### config.mk
export PLATFORM = sky130hd
export DESIGN_NAME = sync0_qualifier
export DESIGN_NICKNAME = d
export VERILOG_FILES = /design/src/rtl/sync0_qual_pkg.sv /design/src/rtl/sync0_qualifier_edge_det.sv /design/src/rtl/sync0_qualifier.sv
export SDC_FILE = /design/constraint.sdc
export NUM_CORES = 1
export LEC_CHECK = 0
export ABC_CLOCK_PERIOD_IN_PS = 3790
export CAP_MARGIN = 0
export CORE_MARGIN = 1
export CORE_UTILIZATION = 48
export DETAILED_ROUTE_END_ITERATION = 7
export HOLD_SLACK_MARGIN = 0.02
export PLACE_DENSITY_LB_ADDON = 0.3
export SYNTH_ARGS = -nofsm -noshare
export SYNTH_HDL_FRONTEND = slang
export SYNTH_HIERARCHICAL = 1
export SYNTH_SLANG_ARGS = --single-unit
### constraint.sdc
create_clock -name CLK -period 3.79 [get_ports CLK]
set_input_delay 1.137 -clock CLK [delete_from_list [all_inputs] [get_ports CLK]]
set_output_delay 1.137 -clock CLK [all_outputs]
set_load 0.01 [all_outputs]
### src/rtl/sync0_qual_pkg.sv
// Shared types and helpers for the SYNC0 input qualifier.
package sync0_qual_pkg;

    typedef enum logic [1:0] {
        ST_IDLE,
        ST_ACQUIRE,
        ST_LOCKED
    } state_t;

    typedef enum logic [1:0] {
        CLS_GOOD,
        CLS_EARLY,
        CLS_LATE
    } edge_class_t;

    function automatic int unsigned nom_period(input int unsigned clk_hz,
                                               input int unsigned sync_hz);
        return clk_hz / sync_hz;
    endfunction

    function automatic edge_class_t classify(input logic [15:0] p,
                                             input logic [15:0] lo,
                                             input logic [15:0] hi);
        if (p < lo)
            return CLS_EARLY;
        else if (p > hi)
            return CLS_LATE;
        else
            return CLS_GOOD;
    endfunction

endpackage

### src/rtl/sync0_qualifier_edge_det.sv
// 3-flop synchronizer with a registered rising-edge pulse.
module sync_edge_det #(
    parameter logic RESET_VAL = 1'b1
) (
    input  logic sys_clk,
    input  logic reset_n,
    input  logic d,
    output logic pulse
);

    logic [2:0] sync_q;

    // Reset value high means a level already high at release is not an edge.
    always_ff @(posedge sys_clk or negedge reset_n) begin
        if (!reset_n) begin
            sync_q <= {3{RESET_VAL}};
            pulse  <= 1'b0;
        end else begin
            sync_q <= {sync_q[1:0], d};
            pulse  <= (sync_q[2:1] == 2'b01);
        end
    end

endmodule

### src/rtl/sync0_qualifier.sv
// SYNC0 qualifier: re-times SYNC0, measures its period, rejects glitches
// once locked and reports lock, missed pulses and period errors.
module sync0_qualifier
    import sync0_qual_pkg::*;
#(
    parameter int unsigned SYS_CLK_FREQ = 20480000,
    parameter int unsigned SYNC0_FREQ   = 2000,
    parameter int unsigned TOL          = 4,
    parameter int unsigned LOCK_CNT     = 4
) (
    input  logic        CLK,
    input  logic        RESET_N,
    input  logic        SYNC_IN,
    output logic        SYNC_OUT,
    output logic        LOCKED,
    output logic        MISSED,
    output logic [15:0] PERIOD,
    output logic [7:0]  ERR_CNT
);

    localparam int unsigned NOM_PERIOD  = nom_period(SYS_CLK_FREQ, SYNC0_FREQ);
    localparam logic [15:0] P_MIN       = 16'(NOM_PERIOD - TOL);
    localparam logic [15:0] P_MAX       = 16'(NOM_PERIOD + TOL);
    localparam logic [3:0]  LOCK_TARGET = 4'(LOCK_CNT);

    logic        edge_pulse;
    state_t      state, state_nx;
    logic [15:0] cnt, cnt_nx, period_nx, p_sat;
    logic [3:0]  good_cnt, good_nx;
    logic [7:0]  err_nx;
    logic        sync_nx, missed_nx, accept, err_inc, timeout;
    edge_class_t cls;

    sync_edge_det #(.RESET_VAL(1'b1)) u_edge_det (
        .sys_clk (CLK),
        .reset_n (RESET_N),
        .d       (SYNC_IN),
        .pulse   (edge_pulse)
    );

    // p_sat doubles as the saturating increment of the free-running counter.
    assign p_sat   = (cnt == 16'hFFFF) ? 16'hFFFF : cnt + 16'd1;
    assign cls     = classify(p_sat, P_MIN, P_MAX);
    assign timeout = (cnt == P_MAX);
    assign LOCKED  = (state == ST_LOCKED);

    always_comb begin
        state_nx  = state;
        cnt_nx    = p_sat;
        good_nx   = good_cnt;
        period_nx = PERIOD;
        missed_nx = 1'b0;
        accept    = 1'b0;
        err_inc   = 1'b0;
        case (state)
            ST_IDLE: begin
                if (edge_pulse) begin
                    accept   = 1'b1;
                    state_nx = ST_ACQUIRE;
                    good_nx  = '0;
                end
            end
            ST_ACQUIRE: begin
                if (edge_pulse) begin
                    accept = 1'b1;
                    if (cls == CLS_GOOD) begin
                        good_nx = good_cnt + 4'd1;
                        if (good_cnt + 4'd1 == LOCK_TARGET)
                            state_nx = ST_LOCKED;
                    end else begin
                        good_nx = '0;
                        err_inc = 1'b1;
                    end
                end else if (timeout) begin
                    missed_nx = 1'b1;
                    err_inc   = 1'b1;
                    good_nx   = '0;
                end
            end
            ST_LOCKED: begin
                if (edge_pulse) begin
                    case (cls)
                        CLS_GOOD:  accept = 1'b1;
                        CLS_EARLY: err_inc = 1'b1;
                        default: begin
                            accept   = 1'b1;
                            err_inc  = 1'b1;
                            state_nx = ST_ACQUIRE;
                            good_nx  = '0;
                        end
                    endcase
                end else if (timeout) begin
                    missed_nx = 1'b1;
                    err_inc   = 1'b1;
                    state_nx  = ST_ACQUIRE;
                    good_nx   = '0;
                end
            end
            default: state_nx = ST_IDLE;
        endcase
        sync_nx = accept;
        if (accept) begin
            period_nx = p_sat;
            cnt_nx    = '0;
        end
        err_nx = (err_inc && ERR_CNT != 8'hFF) ? ERR_CNT + 8'd1 : ERR_CNT;
    end

    always_ff @(posedge CLK or negedge RESET_N) begin
        if (!RESET_N) begin
            state    <= ST_IDLE;
            cnt      <= '0;
            good_cnt <= '0;
            PERIOD   <= '0;
            ERR_CNT  <= '0;
            SYNC_OUT <= 1'b0;
            MISSED   <= 1'b0;
        end else begin
            state    <= state_nx;
            cnt      <= cnt_nx;
            good_cnt <= good_nx;
            PERIOD   <= period_nx;
            ERR_CNT  <= err_nx;
            SYNC_OUT <= sync_nx;
            MISSED   <= missed_nx;
        end
    end

endmodule

* Yosys cells after proc, flatten, opt, wreduce, memory -nomap -nowiden
Cells that the tools add are included.
** Cells by class
- Add/subtract/negate cells :: 3
- Order comparisons :: 2
- Equality and inequality tests :: 14
- Multiplexer cells :: 29
- Reductions and logical operators :: 9
** Operators by type and width (number)
- 16-bit two-way mux :: 2
- 4-bit two-way mux :: 6
- 2-bit two-way mux :: 9
- 16-bit by 1-bit adder with 16-bit output (second input constant) :: 1
- 16-bit by 14-bit == test with 1-bit output (second input constant) :: 1
- 16-bit == test (second input constant) :: 1
- 16-bit by 14-bit greater-than comparator with 1-bit output (second input constant) :: 1
- 16-bit by 14-bit less-than comparator with 1-bit output (second input constant) :: 1
- 4-bit case mux with 3 select lines :: 1
- 1-bit two-way mux :: 9
- 8-bit by 1-bit adder with 8-bit output (second input constant) :: 1
- 8-bit inequality test (second input constant) :: 1
- 2-bit by 1-bit == test with 1-bit output (second input constant) :: 3
- 2-bit case mux with 3 select lines :: 1
- 6-bit AND reduction :: 1
- 2-bit OR reduction :: 3
- 4-bit by 1-bit adder with 4-bit output (second input constant) :: 1
- 4-bit by 3-bit == test with 1-bit output (second input constant) :: 1
- 2-bit logical NOT :: 2
- 2-bit by 1-bit inequality test with 1-bit output (second input constant) :: 2
- 2-bit inequality test (second input constant) :: 2
- 3-bit by 1-bit inequality test with 1-bit output (second input constant) :: 1
- 3-bit inequality test (second input constant) :: 1
- 3-bit AND reduction :: 1
- other kinds (4) :: 4
** Storage, ports and cells
- Register bits after elaboration :: 52
- Input port bits :: 3
- Word-level logic and storage cells :: 66

* Longest topological paths before layout
Gate-level depths: netlist of the first run.
- Word-level depth :: 10
- Gate-level depth with buffers :: 13
- Depth with buffers taken out :: 10

* By module
Netlist of the first run, hierarchy kept.
** By module, submodules not included
- sync0_qualifier :: instances 1, cells each 295, area an instance 2879.0 um2, sequential area each 1201.2 um2
- sync_edge_det :: instances 1, cells each 5, area an instance 117.6 um2, sequential area each 103.8 um2

* Worst setup path after synthesis of the first run
No wires, ideal clock.
- Path kind :: register to register
- Start point :: register cnt[1]
- End point :: register state[1]
- Library setup time :: 125 ps
- Arrival :: 2725 ps
- Setup slack :: 940 ps
- Stages on the path, launching flop included :: 13
- Buffers on the path :: 3
- Period minus slack after synthesis :: 2850 ps
- Path through :: dfrtp_1 -> ha_1 -> buf_2 -> and4_1 -> buf_4 -> nand2_1 -> a2111oi_0 -> o21bai_1 -> a41o_1 -> and4_1 -> buf_2 -> a211o_1 -> mux2_4
** On the way
- Longest elaborated chain between the ends :: 9
- Elaborated cells between the ends (all ways) :: 15
** RTL lines
- from (decl) :: line sync0_qualifier.sv:28 : logic [15:0] cnt, cnt_nx, period_nx, p_sat;
- from (signal assigned) :: line sync0_qualifier.sv:120 : cnt <= cnt_nx;
- 16-bit by 1-bit adder with 16-bit output / 16-bit == test (equally long branches) :: line sync0_qualifier.sv:42 : assign p_sat = (cnt == 16'hFFFF) ? 16'hFFFF : cnt + 16'd1;
- 16-bit two-way mux :: line sync0_qualifier.sv:42
- 16-bit by 14-bit greater-than comparator with 1-bit output :: line sync0_qual_pkg.sv:26 : else if (p > hi)
- 2-bit two-way mux :: line sync0_qual_pkg.sv:26
- 2-bit two-way mux :: line sync0_qual_pkg.sv:24 : if (p < lo)
- 2-bit by 1-bit == test with 1-bit output / 2-bit logical NOT (equally long branches) :: line sync0_qualifier.sv:82, sync0_qualifier.sv:66
- 2-bit OR reduction (no line)
- 3-bit inequality test (no line)
- 6-bit AND reduction (no line) (*)
- to (signal assigned) :: line sync0_qualifier.sv:119 : state <= state_nx;
- to (decl) :: line sync0_qualifier.sv:27 : state_t state, state_nx;
Every way passes the cells marked *; elsewhere a longest branch is shown, timed or not.
A chain may end at the register's enable or synchronous reset.

* Worst setup path in the final report of the first run
- Start point :: register cnt[1]
- End point :: register PERIOD[7]
** On the way
- Longest elaborated chain between the ends :: 9
- Elaborated cells between the ends (all ways) :: 11
** RTL lines
- 16-bit by 1-bit adder with 16-bit output / 16-bit == test (equally long branches) :: line sync0_qualifier.sv:42
- 16-bit two-way mux (*) :: line sync0_qualifier.sv:42
- 16-bit by 14-bit greater-than comparator with 1-bit output :: line sync0_qual_pkg.sv:26
- 2-bit two-way mux :: line sync0_qual_pkg.sv:26
- 2-bit two-way mux :: line sync0_qual_pkg.sv:24
- 2-bit by 1-bit == test with 1-bit output :: line sync0_qualifier.sv:82 : case (cls)
- 1-bit two-way mux :: line sync0_qualifier.sv:82
- 1-bit two-way mux :: line sync0_qualifier.sv:81 : if (edge_pulse) begin
- 1-bit case mux with 2 select lines :: line sync0_qualifier.sv:55 : case (state)
- to (signal assigned) :: line sync0_qualifier.sv:122 : PERIOD <= period_nx;
- to (decl) :: line sync0_qualifier.sv:17 : output logic [15:0] PERIOD,
Marks and branches as above.

==> impl_metrics.py, run 1 <==
metrics = {
    "outcome": {
        "status": "finished, final reports clean",
    },
    "drt": {
        "drc": 0,
        "detailroute.wirelength.met2_mm": 2.740,
        "routed_wirelength_mm": 6.176,
        "drt-vias-per-instance": 5.860,
        "maxUsedRoutingLayer": "met4",
        "dr_total_vias": 2338,
        "drt_pass1_iterations": 4,
        "avgRoutedWirePerCell_um": 15.48,
        "route.layer.met1.wl_mm": 2.967,
        "ant_nets": 0,
        "drt_iter0_markers": 191,
        "detailroute.wirelength.met3_um": 394,
    },
    "critical_path": {
        "worst_setup_path_start_kind": "register",
        "reg2reg_from": "cnt[1]$_DFF_PN0_",
        "worst-path-stages": 10,
        "critical_path.max_fanout": 31,
        "end_kind": "register",
        "ff2ff_path_depth": 10,
        "timing.rr.end": "PERIOD[7]$_DFFE_PN0P_",
        "reg2reg_setup_slack_ns": 0.24,
        "timing.critical_path.arrival_ns": 3.73,
        "crit_path_max_incr_delay_ns": 0.51,
        "crit_path_top_delay_cell": "dfrtp_1",
        "worstPathRequired_ns": 3.98,
        "critical_path.cell_chain": "ha_1 -> and4_1 -> nand2_1 -> a2111oi_0 -> o21bai_1 -> o211ai_4 -> a211oi_2 -> nor2_2 -> buf_4 -> mux2_1",
        "critPathBufInv": 1,
        "path_class": "reg2reg",
        "critPathTopFamily": "compound AO/OA/AOI/OAI gates",
    },
    "sta": {
        "report.final.hold_viol_count": 0,
        "rsz0062_at_grt": "false",
        "final.hold.worst_slack_ns": 0.3611,
        "period_needed_ns": 3.546,
        "final.setup_skew_ns": 0.005538,
        "clock.fmax_mhz": 282.0,
        "timing_worst_slew_pin_value_ns": 0.6785,
        "finalSetupViolCount": 0,
        "slew_viol_final": 0,
        "fin_crit_sh_pct": 93.56,
        "totalNegativeSetupSlack_ns": 0,
        "slew_headroom_pct": 54.76,
    },
    "synth": {
        "synth_async_sr_flop_share_pct": 100.0,
        "synthCells": 300,
        "synth-seq-cells": 52,
        "synth-main-ff-cell": "dfrtp_1",
        "synthMostInstantiatedCell": "dfrtp_1",
        "ys_top_cells_by_area": "dfrtp_1 41%, mux2_1 4.9%, ha_1 3.8%, a21oi_1 3.7%, nand2_1 2.8%",
        "yosys_warnings": 6,
        "syn_avg_cell_area_um2": 9.989,
        "synth-edff-count": 0,
        "ys_seq_area_share_pct": 43.55,
        "synth.largest_area_cell": "dfrtp_1",
        "synth_cell_count_leaders": "49 x dfrtp_1, 22 x a21oi_1, 22 x nand2_1",
        "yosys.cell_types.count": 62,
        "post_synthesis_cell_area_mm2": 0.002997,
        "synth.net_count": 312,
        "fraction_of_synthesized_cell_area_taken_by_the_top_area_cell_type_pct": 40.92,
    },
    "cells_and_area": {
        "finalNonFillerCells": 399,
        "layout-area-overhead-vs-synth_pct": 13.99,
        "antenna_cells": 0,
        "final_util_pct": 57.35,
        "post_route_cells_drive_above_1_share_pct": 10.49,
        "nets_final": 335,
    },
    "global_routing": {
        "antenna_found_initial": 0,
        "grt_use_total_pct": 20.43,
        "grt_pass1_wl_mm": 10.31,
        "grt_pass1_vias": 2095,
        "grt_start_max_net_pins": 33,
        "overflow": 0,
    },
    "power": {
        "vdd_drop_max_mv": 0.3153,
        "powerDensity_mw_per_mm2": 533.6,
        "leakage_component_of_the_power_uw": 0.001505,
    },
    "die": {
        "row_count": 28,
        "dieArea_mm2": 0.006563,
        "floorplan.initialDensity_pct": 50.32,
        "core_mm2": 0.005956,
        "ios": 30,
        "floorplan.die.width_um": 81.01,
        "die_span_in_y_um": 81.01,
    },
    "worst_hold_path": {
        "timing.hold.worst_endpoint": "u_edge_det/sync_q[1]$_DFF_PN1_",
        "worstHoldPathType": "reg2reg",
        "timing.hold.worst.start": "u_edge_det/sync_q[0]$_DFF_PN1_",
        "worst_hold_path.num_cells": 0,
    },
    "clock_tree": {
        "cts_made_buffers": 5,
        "cts.repair.resized": 0,
        "clk_lat_worst_skew_ns": 0.30,
        "postCtsSetupBuffers": 0,
        "clock_tree_from_tritoncts": "yes",
        "cts_max_path_buffers": 2,
        "clkTransAtPathRegs_ns": 0.09,
        "cts_hold_buffers": 0,
        "cts.sinks": 52,
        "clock-root-buffer": "clkbuf_8",
        "depth_of_the_cts_h_tree": 2,
    },
    "placed_design": {
        "gp_congestion": 1.033,
        "hpwl_reported_at_the_end_of_detailed_placement_mm": 4.442,
        "io_buffer_count": 29,
        "numPlacedInstances": 391,
    },
    "run": {
        "max-cap-violations": 0,
    },
}
==> power by group <==
group          internal [µW]  switching (µW)  total [µW]
Combinational            323             345         667
Clock                    196             178         374
Sequential               648             133         781
Total                   1170             655        1820
==> through the flow <==
stage / total power (µW) / setup WS (ns) / instance area, µm²
after floorplan: 1238 / 0.9395 / 2997
after global placement: 1443 / 0.5260 / 3308
after detailed placement: 1461 / 0.3833 / 3308
after CTS: 1841 / 0.3531 / 3416
after global routing: 1957 / 0.05625 / 3416
final: 1823 / 0.2440 / 3416
==> metal layers <==
layer	global-route usage (%)	vias to the layer above
met1	30.98	1124
met4	5.357	0
met5	0	-
met2	29.58	72
li1	-	1136
met3	3.820	6
==> how the worst max path moves through the flow <==
stage	from	end	slack (ns)
after floorplan	cnt[1]$_DFF_PN0_	state[1]$_DFFE_PN0P_	0.94
after global placement	cnt[0]$_DFF_PN0_	state[1]$_DFFE_PN0P_	0.53
after detailed placement	cnt[0]$_DFF_PN0_	PERIOD[7]$_DFFE_PN0P_	0.38
after CTS	cnt[0]$_DFF_PN0_	PERIOD[7]$_DFFE_PN0P_	0.35
after global routing	cnt[0]$_DFF_PN0_	PERIOD[4]$_DFFE_PN0P_	0.06
final	cnt[1]$_DFF_PN0_	PERIOD[7]$_DFFE_PN0P_	0.24
==> final cells by class <==
class / instances / area (µm²)
clock buffers: 6 / 72.57
clock inverters: 2 / 35.03
fillers: 528 / 2540
inverters: 16 / 60.06
multi-input cells: 215 / 1534
flip-flops and latches: 52 / 1305
well taps: 75 / 93.84
repair buffers: 33 / 315.3
==> kinds of logic (layout without fill, tap and decap cells) <==
group | Yosys count | after routing | share of synthesized area, %
simple gates | 108 | 108 | 20.84
xor+xnor | 12 | 12 | 3.507
buf+inv | 33 | 57 | 5.261
flops | 52 | 52 | 43.55
mux | 19 | 19 | 7.140
compound gates | 67 | 67 | 15.95
fa+ha+maj | 9 | 9 | 3.758
==> cell usage in the layout (no fill, tap or decap), types with 3 or more instances in the layout <==
master and count:
dfrtp_1 49, clkdlybuf4s50_1 28, nand2_1 22, a21oi_1 22, inv_1 16, nor2_1 14
nand3_1 13, mux2_1 13, and3_1 10, o21ai_0 9, ha_1 9, nand4_1 8
xor2_1 7, nor4_1 6, o21bai_1 5, nor2b_1 5, xnor2_1 5, clkbuf_8 5
and4_1 4, or3_1 4, a211o_1 4, a31oi_1 4, buf_4 4, nand2b_1 3
or2_2 3, mux2i_1 3, dfstp_2 3
==> state kept, by name, indices dropped and copies added, names as in the netlist <==
name / count
ERR_CNT: 8
MISSED: 1
PERIOD: 16
SYNC_OUT: 1
cnt: 16
good_cnt: 4
state: 2
u_edge_det/pulse: 1
u_edge_det/sync_q: 3
Power figures use the tool's default switching activity.
==> run 2, diff against run 1 <==
--- a/config.mk
+++ b/config.mk
@@ -12,6 +12,7 @@
 export DETAILED_ROUTE_END_ITERATION = 7
 export HOLD_SLACK_MARGIN = 0.02
 export PLACE_DENSITY_LB_ADDON = 0.3
+export SETUP_SLACK_MARGIN = 0.05
 export SYNTH_ARGS = -nofsm -noshare
 export SYNTH_HDL_FRONTEND = slang
 export SYNTH_HIERARCHICAL = 1
==> results of run 2 <==
The final DEF is identical to that of run 1; final timing and power are the same.
